$ cat src/rtl/alu_operand_sequencer.sv
`default_nettype none
// ============================================================================
// Module      : alu_operand_sequencer
// Description : Front end between board I/O and an external combinational
//               ALU. Four raw push-buttons are synchronised, debounced and
//               rising-edge detected. Their pulses load operand A, operand B
//               and the opcode from the switches, or clear everything. A small
//               FSM captures the ALU result onto the LEDs once all three
//               values are loaded, and again after every later load.
// Ports       : i_clk, i_reset (async, active low)
//               i_switches         - operand / opcode source
//               i_btn_set_operand1 - raw button, load A
//               i_btn_set_operand2 - raw button, load B
//               i_btn_set_operator - raw button, load opcode
//               i_btn_clear        - raw button, clear all registers
//               i_alu_result       - combinational ALU output
//               o_data_a/o_data_b/o_op - registered ALU inputs
//               o_leds             - registered result display
//               o_loaded           - {op, B, A} loaded flags
//               o_result_valid     - o_leds matches current A/B/op
// Revision    : 1.0 - initial release
// ============================================================================
module alu_operand_sequencer #(
  parameter int NB_DATA         = 8,
  parameter int NB_OP           = 6,
  parameter int NB_OUT          = 16,
  parameter int DEBOUNCE_CYCLES = 4
) (
  input  logic               i_clk,
  input  logic               i_reset,
  input  logic [NB_DATA-1:0] i_switches,
  input  logic               i_btn_set_operand1,
  input  logic               i_btn_set_operand2,
  input  logic               i_btn_set_operator,
  input  logic               i_btn_clear,
  input  logic [NB_OUT-1:0]  i_alu_result,
  output logic [NB_DATA-1:0] o_data_a,
  output logic [NB_DATA-1:0] o_data_b,
  output logic [NB_OP-1:0]   o_op,
  output logic [NB_OUT-1:0]  o_leds,
  output logic [2:0]         o_loaded,
  output logic               o_result_valid
);

  // Counter only needs to reach DEBOUNCE_CYCLES-1 before the level flips.
  localparam int c_CNT_W = (DEBOUNCE_CYCLES > 1) ? $clog2(DEBOUNCE_CYCLES) : 1;
  localparam logic [c_CNT_W-1:0] c_CNT_LAST = c_CNT_W'(DEBOUNCE_CYCLES - 1);

  localparam logic [1:0] c_S_WAIT = 2'd0;
  localparam logic [1:0] c_S_EVAL = 2'd1;
  localparam logic [1:0] c_S_SHOW = 2'd2;

  // Button order: [0]=A, [1]=B, [2]=op, [3]=clear
  logic [3:0] w_btn_raw;
  logic [3:0] w_pulse;

  assign w_btn_raw = {i_btn_clear, i_btn_set_operator,
                      i_btn_set_operand2, i_btn_set_operand1};

  genvar gi;
  generate
    for (gi = 0; gi < 4; gi++) begin : g_btn
      logic               r_sync1;
      logic               r_sync2;
      logic               r_stable;
      logic               r_stable_d;
      logic               r_pulse;
      logic [c_CNT_W-1:0] r_cnt;

      always_ff @(posedge i_clk or negedge i_reset) begin
        if (!i_reset) begin
          r_sync1    <= 1'b0;
          r_sync2    <= 1'b0;
          r_stable   <= 1'b0;
          r_stable_d <= 1'b0;
          r_pulse    <= 1'b0;
          r_cnt      <= '0;
        end else begin
          r_sync1    <= w_btn_raw[gi];
          r_sync2    <= r_sync1;
          r_stable_d <= r_stable;
          // Registered edge detect keeps the pulse off the debounce path.
          r_pulse    <= r_stable & ~r_stable_d;
          if (r_sync2 == r_stable) begin
            r_cnt <= '0;
          end else if (r_cnt == c_CNT_LAST) begin
            r_stable <= r_sync2;
            r_cnt    <= '0;
          end else begin
            r_cnt <= r_cnt + 1'b1;
          end
        end
      end

      assign w_pulse[gi] = r_pulse;
    end
  endgenerate

  logic [1:0] r_state;
  logic       w_any_load;
  logic [2:0] w_loaded_next;

  assign w_any_load    = |w_pulse[2:0];
  assign w_loaded_next = o_loaded | w_pulse[2:0];

  always_ff @(posedge i_clk or negedge i_reset) begin
    if (!i_reset) begin
      o_data_a       <= '0;
      o_data_b       <= '0;
      o_op           <= '0;
      o_leds         <= '0;
      o_loaded       <= 3'b000;
      o_result_valid <= 1'b0;
      r_state        <= c_S_WAIT;
    end else if (w_pulse[3]) begin
      // Clear overrides any load arriving on the same edge.
      o_data_a       <= '0;
      o_data_b       <= '0;
      o_op           <= '0;
      o_leds         <= '0;
      o_loaded       <= 3'b000;
      o_result_valid <= 1'b0;
      r_state        <= c_S_WAIT;
    end else begin
      if (w_pulse[0]) o_data_a <= i_switches;
      if (w_pulse[1]) o_data_b <= i_switches;
      if (w_pulse[2]) o_op     <= i_switches[NB_OP-1:0];
      o_loaded <= w_loaded_next;

      case (r_state)
        c_S_WAIT: begin
          o_result_valid <= 1'b0;
          if (w_loaded_next == 3'b111) r_state <= c_S_EVAL;
        end
        c_S_EVAL: begin
          o_leds <= i_alu_result;
          // A load landing now makes this capture stale: re-evaluate.
          if (w_any_load) begin
            o_result_valid <= 1'b0;
          end else begin
            o_result_valid <= 1'b1;
            r_state        <= c_S_SHOW;
          end
        end
        c_S_SHOW: begin
          if (w_any_load) begin
            o_result_valid <= 1'b0;
            r_state        <= c_S_EVAL;
          end
        end
        default: r_state <= c_S_WAIT;
      endcase
    end
  end

endmodule
`default_nettype wire

$ cat config.mk
export PLATFORM = sky130hd
export DESIGN_NAME = alu_operand_sequencer
export DESIGN_NICKNAME = d
export VERILOG_FILES = /design/src/rtl/alu_operand_sequencer.sv
export SDC_FILE = /design/constraint.sdc
export NUM_CORES = 1
export LEC_CHECK = 0
export BUFFER_PORTS_ARGS = -buffer_cell sky130_fd_sc_hd__buf_2
export CORE_ASPECT_RATIO = 0.8
export CORE_MARGIN = 2
export CORE_UTILIZATION = 36
export CTS_BUF_LIST = sky130_fd_sc_hd__clkbuf_4 sky130_fd_sc_hd__clkbuf_8
export DETAILED_ROUTE_END_ITERATION = 7
export GPL_TIMING_DRIVEN = 0
export PLACE_DENSITY = 0.56
export SLEW_MARGIN = 20
export SYNTH_ARGS = -nofsm -noshare
export SYNTH_HDL_FRONTEND = slang
export SYNTH_SLANG_ARGS = --single-unit
$ cat constraint.sdc
create_clock -name i_clk -period 1.52 [get_ports i_clk]
set_input_delay 0.304 -clock i_clk [delete_from_list [all_inputs] [get_ports i_clk]]
set_output_delay 0.304 -clock i_clk [all_outputs]
set_load 0.03 [all_outputs]
Yosys cells after proc, flatten, opt, wreduce, memory -nomap -nowiden

Cells that the tools add are included.

Flip-flop bits (word level): 72
Bits in latches: 0
Memory bits (writable): 0
Memory bits (read-only): 0
Input bits: 30
Output and inout port bits: 42
Word-level logic and storage cells: 101
Memories: 0

$add $sub $neg: 4
Multiply operators: 0
Divide/modulo/power cells: 0
Magnitude comparators: 0
Equality and inequality tests: 14
Shift-type cells: 0
Multiplexer cells: 26
Bitwise operators: 13
Reduce and logical (&&, ||, !) cells: 13

Operators by type and width:

| kind                                                                   | count |
|---|---|
| 16-bit two-way mux                                                     | 2 |
| 8-bit two-way mux                                                      | 4 |
| 2-bit two-way mux                                                      | 12 |
| 6-bit two-way mux                                                      | 2 |
| 2-bit equality test (second input constant)                            | 5 |
| 2-bit AND reduction                                                    | 5 |
| 3-bit != test (second input constant)                                  | 3 |
| 2-bit by 1-bit adder with 2-bit output (second input constant)         | 4 |
| 1-bit inverter                                                         | 8 |
| 2-bit nonzero test                                                     | 4 |
| 2-bit one-hot mux with 3 select lines                                  | 1 |
| 1-bit bitwise AND                                                      | 4 |
| 1-bit equality test                                                    | 4 |
| 4-bit nonzero test                                                     | 1 |
| 3-bit equality test (second input constant)                            | 1 |
| 1-bit two-way mux                                                      | 3 |
| 3-bit two-way mux                                                      | 1 |
| 3-bit OR                                                               | 1 |
| 1-bit one-hot mux with 3 select lines                                  | 1 |
| 3-bit AND reduction                                                    | 1 |
| 3-bit OR reduction                                                     | 1 |
| 2-bit by 1-bit equality test with 1-bit output (second input constant) | 1 |
| 2-bit logical NOT                                                      | 1 |

Depth between registers and ports, before layout

Gate-level depths: netlist of run 1.

Depth after elaboration: 5
Depth in mapped cells: 7
Mapped depth without buffers: 6

Worst setup path after synthesis of run 1

OpenSTA, ideal clock, no wires.

Kind: register -> register
Start point: reg r_state[1]
End point: reg o_leds[10]
Setup time: 0.132 ns
Data arrival time: 1.268 ns
Required time: 1.388 ns
Slack: 0.120 ns
Cell stages (with the launch flop): 7
Path buffers: 2
Clock period less this slack: 1.400 ns
Cells stage by stage: dfrtp_1 inv_1 ha_1 buf_2 buf_4 mux2i_1 nor2_1

Word-level cells in the longest chain between the ends: 2

Ends and longest elaborated chain:

| element                                        | line | source |
|---|---|---|
| start: declaration                             | 99   | `logic [1:0] r_state;` |
| start signal: assignment                       | 114  | `r_state <= c_S_WAIT;` |
| start signal: assignment                       | 123  | `r_state <= c_S_WAIT;` |
| start signal: assignment                       | 133  | `if (w_loaded_next == 3'b111) r_state <= c_S_EVAL;` |
| 2-bit by 1-bit equality test with 1-bit output | 130  | `case (r_state)` |
| 2-bit nonzero test (no source line)            | n/a  |  |
| end signal: assignment                         | 136  | `o_leds <= i_alu_result;` |
| end: declaration                               | 40   | `output logic [NB_OUT-1:0] o_leds,` |

Every way passes these cells.
A chain may end at the register's enable or synchronous reset.

Worst setup path after layout of run 1

Start point: reg r_state[1]
End point: reg r_state[0]

Word-level cells in the longest chain between the ends: 3
Elaborated cells on any way between the ends: 9
Classes of those cells: eq/ne: 5; mux: 2; reduce/logical: 2

Ends and longest elaborated chain:

| element                                                                                 | line |
|---|---|
| 2-bit by 1-bit equality test with 1-bit output, or another cell as far along            | 130 |
| 3-bit != test (no source line) or 2-bit one-hot mux with 3 select lines (tied branches) | n/a |
| 3-bit AND reduction (no source line) or 2-bit two-way mux (tied branches)               | n/a |

Several ways; a longest one is shown, not always the timed one.

==> metrics.cfg, run 1 <==
[outcome]
status = finished, final reports clean

[power]
power_frac_comb = 0.442
internal_power_mw = 4.809
p_leak_nw = 1.790
switchingPower_mw = 3.294
irDropWorstVdd_mv = 0.7588
sw_frac_of_total = 0.4065
clockPowerShare = 0.189
p_seq_frac = 0.369
powerDensity_mw_per_mm2 = 2284

[floorplanning]
initial_utilization = 0.3763
die_h_um = 82.99
die-area_mm2 = 0.008526
pin_count = 72
core_mm2 = 0.007462
die_x_um = 102.7
rows = 28

[grt]
grt_pass1_wl_um = 8963
overflow = 0
grt_pass1_vias = 1816
grt_use_total = 0.1391
antenna_found_initial = 0
grt_max_degree = 39

[yosys]
synth_nets = 249
synth_cells = 211
syn_area_mm2 = 0.002808
synth-seq-cells = 72
yosysUniqueCellTypes = 26
yosysSeqAreaShare = 0.6417
yosysWarnings = 0
synth_compound_area_frac = 0.02273
synth-xor-area-share = 0.01248
synthMuxAreaShare = 0.1515
synthSimpleGateAreaFrac = 0.1114
synth_top_family_by_area = multiplexers
syn_area_per_cell_um2 = 13.31
synth_fa_ha_area_frac = 0.03565

[layout]
filler_cell_count = 724
stdcell_area_mm2 = 0.003547
diodes = 0
layout-drive-gt1-share = 0.3600
area_growth_syn_to_layout_pct = 26.34
nets = 333
postLayoutCoreUtil = 0.4754
seqCellArea_mm2 = 0.001802
multiInputGateArea_um2 = 937.1

[routing]
viasPerCell = 4.398
wl_met2_um = 2322
ant_nets = 0
wl_per_cell_um = 13.21
routed.top_layer = met4
vias = 1781
initialDrtViolationCount = 53
wl_met1_um = 2666
drt_wl_total_um = 5349
firstDrtPassIters = 4
dr_wl_met3_um = 297
remaining_drc_errors = 0

[clock_tree]
clock_latency_ns = 0.33
cts_tree = built
cts_root_buffer = clkbuf_8
cts_buffer_depth = 2
cts.clk_slew.worst_paths_ns = 0.07
clkSinkCount = 72
cts_buffers = 9
htree_levels = 3

[placement]
place_area_mm2 = 0.003317
hpwl_um = 3680
gp_congestion = 0.7421
dpl_worst_slack_ns = -0.09010
io_buffers = 71

[timing]
timing.hold.ws_ns = 0.06706
setup-violations-final = 0
hold_violations = 0
max_freq_ghz = 0.7119
fin_crit_sh = 0.9242
drv_slew = 0
skew_ns = 0.004907
worst_slack_ns = 0.1153
rsz0062_at_grt = no
min_period_ns = 1.405
slew_headroom = 0.6729
tightest_slew_ns = 0.4906

[setup_path]
worst_setup_path_start_kind = register
cp.required_ns = 1.75
cp-end-kind = register
criticalPathCategory = register to register
worstPathMaxFanout = 9
cp.arrival_ns = 1.63

[hold_path]
hp-class = input port to register

[job]
drv_cap = 0

## state kept, by name, indices dropped and copies added (netlist names)
register          cells
o_leds               16
o_loaded              3
o_data_a              8
g_btn.r_sync2         4
o_data_b              8
r_state               2
g_btn.r_stable_d      4
o_op                  6
g_btn.r_stable        4
o_result_valid        1
g_btn.r_pulse         4
g_btn.r_cnt           8
g_btn.r_sync1         4
## through the flow
stage | total power, mW | cells | TNS (ns)
2_1_floorplan | 5.619 | 211 | 0
3_3_place_gp | 6.549 | 387 | -23.92
3_5_place_dp | 6.623 | 388 | -0.7866
4_1_cts | 8.221 | 405 | 0
5_1_grt | 8.698 | 405 | 0
6_report | 8.103 | 405 | 0
## cell usage after synthesis (all sizes together)
library cell | n | area [µm²]
xnor2 | 4 | 35.03
o31ai | 2 | 33.78
mux2 | 4 | 45.04
clkbuf | 5 | 18.77
a22oi | 1 | 7.510
nor3 | 5 | 36.29
nor2b | 9 | 56.30
ha | 8 | 100.1
and3 | 1 | 11.26
nand4 | 1 | 6.260
dfrtp | 72 | 1802
buf | 5 | 42.53
nor2 | 47 | 188.9
nand2 | 2 | 7.510
nand2b | 1 | 6.260
o21ai | 2 | 10.01
a21oi | 1 | 5.000
o21a | 1 | 7.510
mux2i | 38 | 380.4
inv | 2 | 7.510
## cells in the final DEF, fill, tap and decap left out, types with 2 or more instances in the layout
cell        count
clkinvlp_4      2
nor3_1          4
nand2_1         2
clkinv_2        2
mux2_2          4
nor2b_1         9
dfrtp_1        72
clkbuf_2        3
nor2_2          2
o21ai_0         2
mux2i_1        38
buf_4           3
nor2_1         44
xnor2_1         4
buf_2          70
ha_1            8
clkbuf_8       11
buf_6           2
clkbuf_1        2
## timing repair
action | 4_1_cts | 5_1_grt
resized for setup | 2 | 8
hold buffers | 1 | 0
buffers inserted | 0 | 0
endpoints found under the hold margin | 37 | 0
endpoints found under the setup margin | 11 | 26
## layer usage
metal / up-vias / global-route usage
met5: - / 0
met4: 0 / 0.05024
met3: 8 / 0.05135
met2: 46 / 0.1985
met1: 859 / 0.1943
li1: 868 / -
## path summary, 6_finish.rpt
| kind | startpoint | to | slack (ns) | cells after the start |
|---|---|---|---|---|
| setup / recovery | r_state[1] | r_state[0] | 0.12 | 6 |
| hold / removal | i_btn_set_operator | g_btn[2].r_sync1 | 0.07 | 1 |
| setup reg to reg | r_state[1] | r_state[0] | 0.12 | 6 |
| hold reg to reg | g_btn[1].r_sync1 | g_btn[1].r_sync2 | 0.35 | 0 |
| max in group asynchronous | i_reset | g_btn[0].r_cnt[0] | 0.49 | 3 |
| min in group asynchronous | i_reset | o_loaded[0] | 0.48 | 2 |
## power by group through the flow
| stage | combinational [mW] | sequential (mW) | clock [mW] |
|---|---|---|---|
| 2_1_floorplan | 1.77 | 3.85 | 0 |
| 3_3_place_gp | 3.53 | 3.01 | 0 |
| 3_5_place_dp | 3.60 | 3.03 | 0 |
| 4_1_cts | 3.62 | 3.00 | 1.60 |
| 5_1_grt | 3.92 | 3.08 | 1.69 |
| 6_report | 3.58 | 2.99 | 1.53 |
## final cells by class
cell class	count	share of cell area
Tap cell	105	0.03704
Inverter	2	0.002116
Buffer	10	0.02116
Sequential cell	72	0.5079
Multi-Input combinational cell	127	0.2642
Timing Repair Buffer	73	0.1093
Clock inverter	5	0.01552
Clock buffer	11	0.04268
## cells by family (layout without fill, tap and decap cells)
kind of cell / after synthesis / count (layout)
compound gates: 7 / 7
fa+ha+maj: 8 / 8
flops: 72 / 72
mux: 42 / 42
simple gates: 66 / 66
xor+xnor: 4 / 4
buf+inv: 12 / 101
## worst max-delay path, stage by stage, from the launching register on
cell and delay [ns]:
dfrtp_1 0.39, inv_2 0.09, ha_1 0.14, buf_4 0.19, nand2b_1 0.11, and3_4 0.20
o21a_1 0.17
Note: power is estimated with default switching activity, not from simulation.
==> run 2: changes to the inputs <==
- RECOVER_POWER: default -> 50
- clock period: 1.52 -> 1.3 ns (I/O delays scaled with it)
==> metrics.cfg, run 2 (synthesis results as in run 1) <==
[layout]
layout_commonest_cell = dfrtp_1
postLayoutCoreUtil = 0.5035  ; +0.02817
instances_no_fill = 416  ; +2.7%
filler_cell_count = 695  ; -4.0%
layout-drive-gt1-share = 0.3955  ; +0.03550
diodes = 0  ; unchanged
nets = 344  ; +3.3%
most-common-layout-cells = 71 x dfrtp_1, 70 x buf_2, 44 x nor2_1, 36 x mux2i_1
largest_reg_flops = 16  ; unchanged
regMostFlops = o_leds
area_growth_syn_to_layout_pct = 33.82

[timing]
hold_violations = 0  ; unchanged
setup-violations-final = 14  ; +14
max_freq_ghz = 0.7360  ; +3.4%
tightest_slew_ns = 0.7591  ; +0.2685 ns
rsz0062_at_grt = yes
fin_crit_sh = 1.045  ; +0.1210
skew_ns = 0.007096  ; +0.002190 ns
worst_slack_ns = -0.05876  ; -0.1740 ns
min_period_ns = 1.359  ; -0.04596 ns
drv_slew = 0  ; unchanged
slew_headroom = 0.4939  ; -0.1790

[grt]
grt_pass1_vias = 1871  ; +3.0%
grt_max_degree = 47  ; +21%
grt_pass1_wl_um = 9018  ; +0.61%
grt_use_total = 0.1393  ; about the same
overflow = 0  ; unchanged
antenna_found_initial = 0  ; unchanged

[floorplanning]
core_mm2 = 0.007462  ; unchanged
rows = 28  ; unchanged
initial_utilization = 0.3763  ; unchanged
die_h_um = 82.99  ; unchanged
die-area_mm2 = 0.008526  ; unchanged
pin_count = 72  ; unchanged
die_x_um = 102.7  ; unchanged

[hold_path]
worstHoldStart = i_alu_result[1]
hp-class = input port to register
min_path_cells = 3  ; +2
hold_path_end = o_leds[1]

[clock_tree]
cts_buffers = 9  ; unchanged
cts_buffer_depth = 2  ; unchanged
cts.clk_slew.worst_paths_ns = 0.08  ; about the same
htree_levels = 3  ; unchanged
clock_latency_ns = 0.35  ; +0.02 ns
clkSinkCount = 72  ; unchanged
cts_tree = built
cts_root_buffer = clkbuf_8

[routing]
initialDrtViolationCount = 51  ; -3.8%
viasPerCell = 4.438  ; +0.91%
wl_per_cell_um = 13.32  ; +0.85%
drt_wl_total_um = 5541  ; +3.6%
vias = 1846  ; +3.6%
firstDrtPassIters = 4  ; unchanged
ant_nets = 0  ; unchanged
remaining_drc_errors = 0  ; unchanged

[outcome]
violations = setup timing
status = complete, but fails checks

[setup_path]
cp.depth = 7  ; +1
critical-path-top-delay-family = buffers and inverters
reg2reg_from = r_state[1]
reg2reg_to = o_leds[2]
slowest_stage = dfrtp_1
cpPeakStageDelay_ns = 0.40  ; about the same
cp_num_buf_inv = 4  ; +2
cp_common_cell = buf_12
cp.arrival_ns = 1.60  ; -0.03 ns
cp-end-kind = register
worstPathMaxFanout = 6  ; -3
worst_setup_path_start_kind = register
criticalPathCategory = register to register
ff2ff_path_depth = 7  ; +1
cp.required_ns = 1.54  ; -0.21 ns
rrSetupSlack_ns = -0.06  ; -0.17 ns
worstPathCellList = inv_2 > ha_4 > buf_6 > buf_12 > buf_12 > mux2i_2 > nor2_1

[placement]
dpl.cell_count = 388  ; unchanged
hpwl_um = 3699  ; +0.52%
io_buffers = 71  ; unchanged
gp_congestion = 0.7465  ; +0.59%

[power]
irDropWorstVdd_mv = 0.8028  ; +5.8%
p_leak_nw = 1.886  ; +5.3%
powerDensity_mw_per_mm2 = 2715  ; +19%

[job]
drv_cap = 0  ; unchanged

## run 2: cell types whose count changed in the layout (fill, tap and decap cells not counted), sizes merged
cell / previous run / this run
clkinvlp: 2 / 1
clkbuf: 16 / 15
dlygate4sd3: 1 / 5
buf: 77 / 84
bufinv: 1 / 3
## run 2: per-stage QoR
stage	worst slack, ns	setup TNS, ns	area, µm²	hold WS, ns	power (mW)
detailed placement	-0.1481	-3.555	3334	0.2138	7.772
global placement	-0.5096	-39.58	3304	0.3333	7.692
finish	-0.05876	-0.4031	3757	0.1540	10.20
floorplan	0.02499	0	2818	-0.03559	6.608
CTS	-0.05526	-0.5234	3730	0.1381	10.26
global route	-0.1213	-3.120	3757	0.1476	10.89
## run 2: power by group
part           total (mW)  internal, mW  leakage [nW]  switching, mW
registers            3.57          3.08         0.912          0.487
clock network        2.10          1.29         0.120          0.812
logic                4.53          1.88         0.854           2.66
total                10.2          6.24          1.89           3.96
## run 2: worst register-to-register path: cells and delay by family (launching register included)
family	cells	cell delay [ns]
mux	1	0.22
simple gates	1	0.05
fa+ha+maj	1	0.13
buf+inv	4	0.44
flops	1	0.40
## run 2: layout make-up
| class | instances | area [µm²] | share of cell area |
|---|---|---|---|
| clock inverter | 6 | 107.6 | 0.02864 |
| tap | 105 | 131.4 | 0.03497 |
| inverter | 2 | 7.507 | 0.001998 |
| clock buffer | 10 | 131.4 | 0.03497 |
| multi-input combinational | 127 | 964.7 | 0.2567 |
| buffer | 9 | 81.33 | 0.02165 |
| sequential | 72 | 1803 | 0.4799 |
| timing repair buffer | 85 | 530.5 | 0.1412 |
## run 2: what timing repair did
item,in CTS,in global routing
gates cloned,1,0
gates resized for setup,8,7
setup buffers,5,3
pin swaps,0,3
hold buffers,5,0
endpoints found under the hold margin,30,0
setup endpoints to repair,42,28
## run 2: layer usage
metal / vias up / global-route usage / share of wire
met3: 9 / 0.05471 / 0.057
li1: 893 / - / -
met4: 0 / 0.04785 / 0.016
met5: - / 0 / 0
met2: 45 / 0.2008 / 0.44
met1: 899 / 0.1913 / 0.48
## run 2: worst max path at each step
stage | from | endpoint
floorplan | r_state[1] | r_state[0]
global placement | i_reset | g_btn[3].r_sync1
detailed placement | g_btn[3].r_pulse | o_leds[12]
CTS | r_state[1] | o_leds[14]
global route | r_state[1] | o_leds[4]
finish | r_state[1] | o_leds[2]
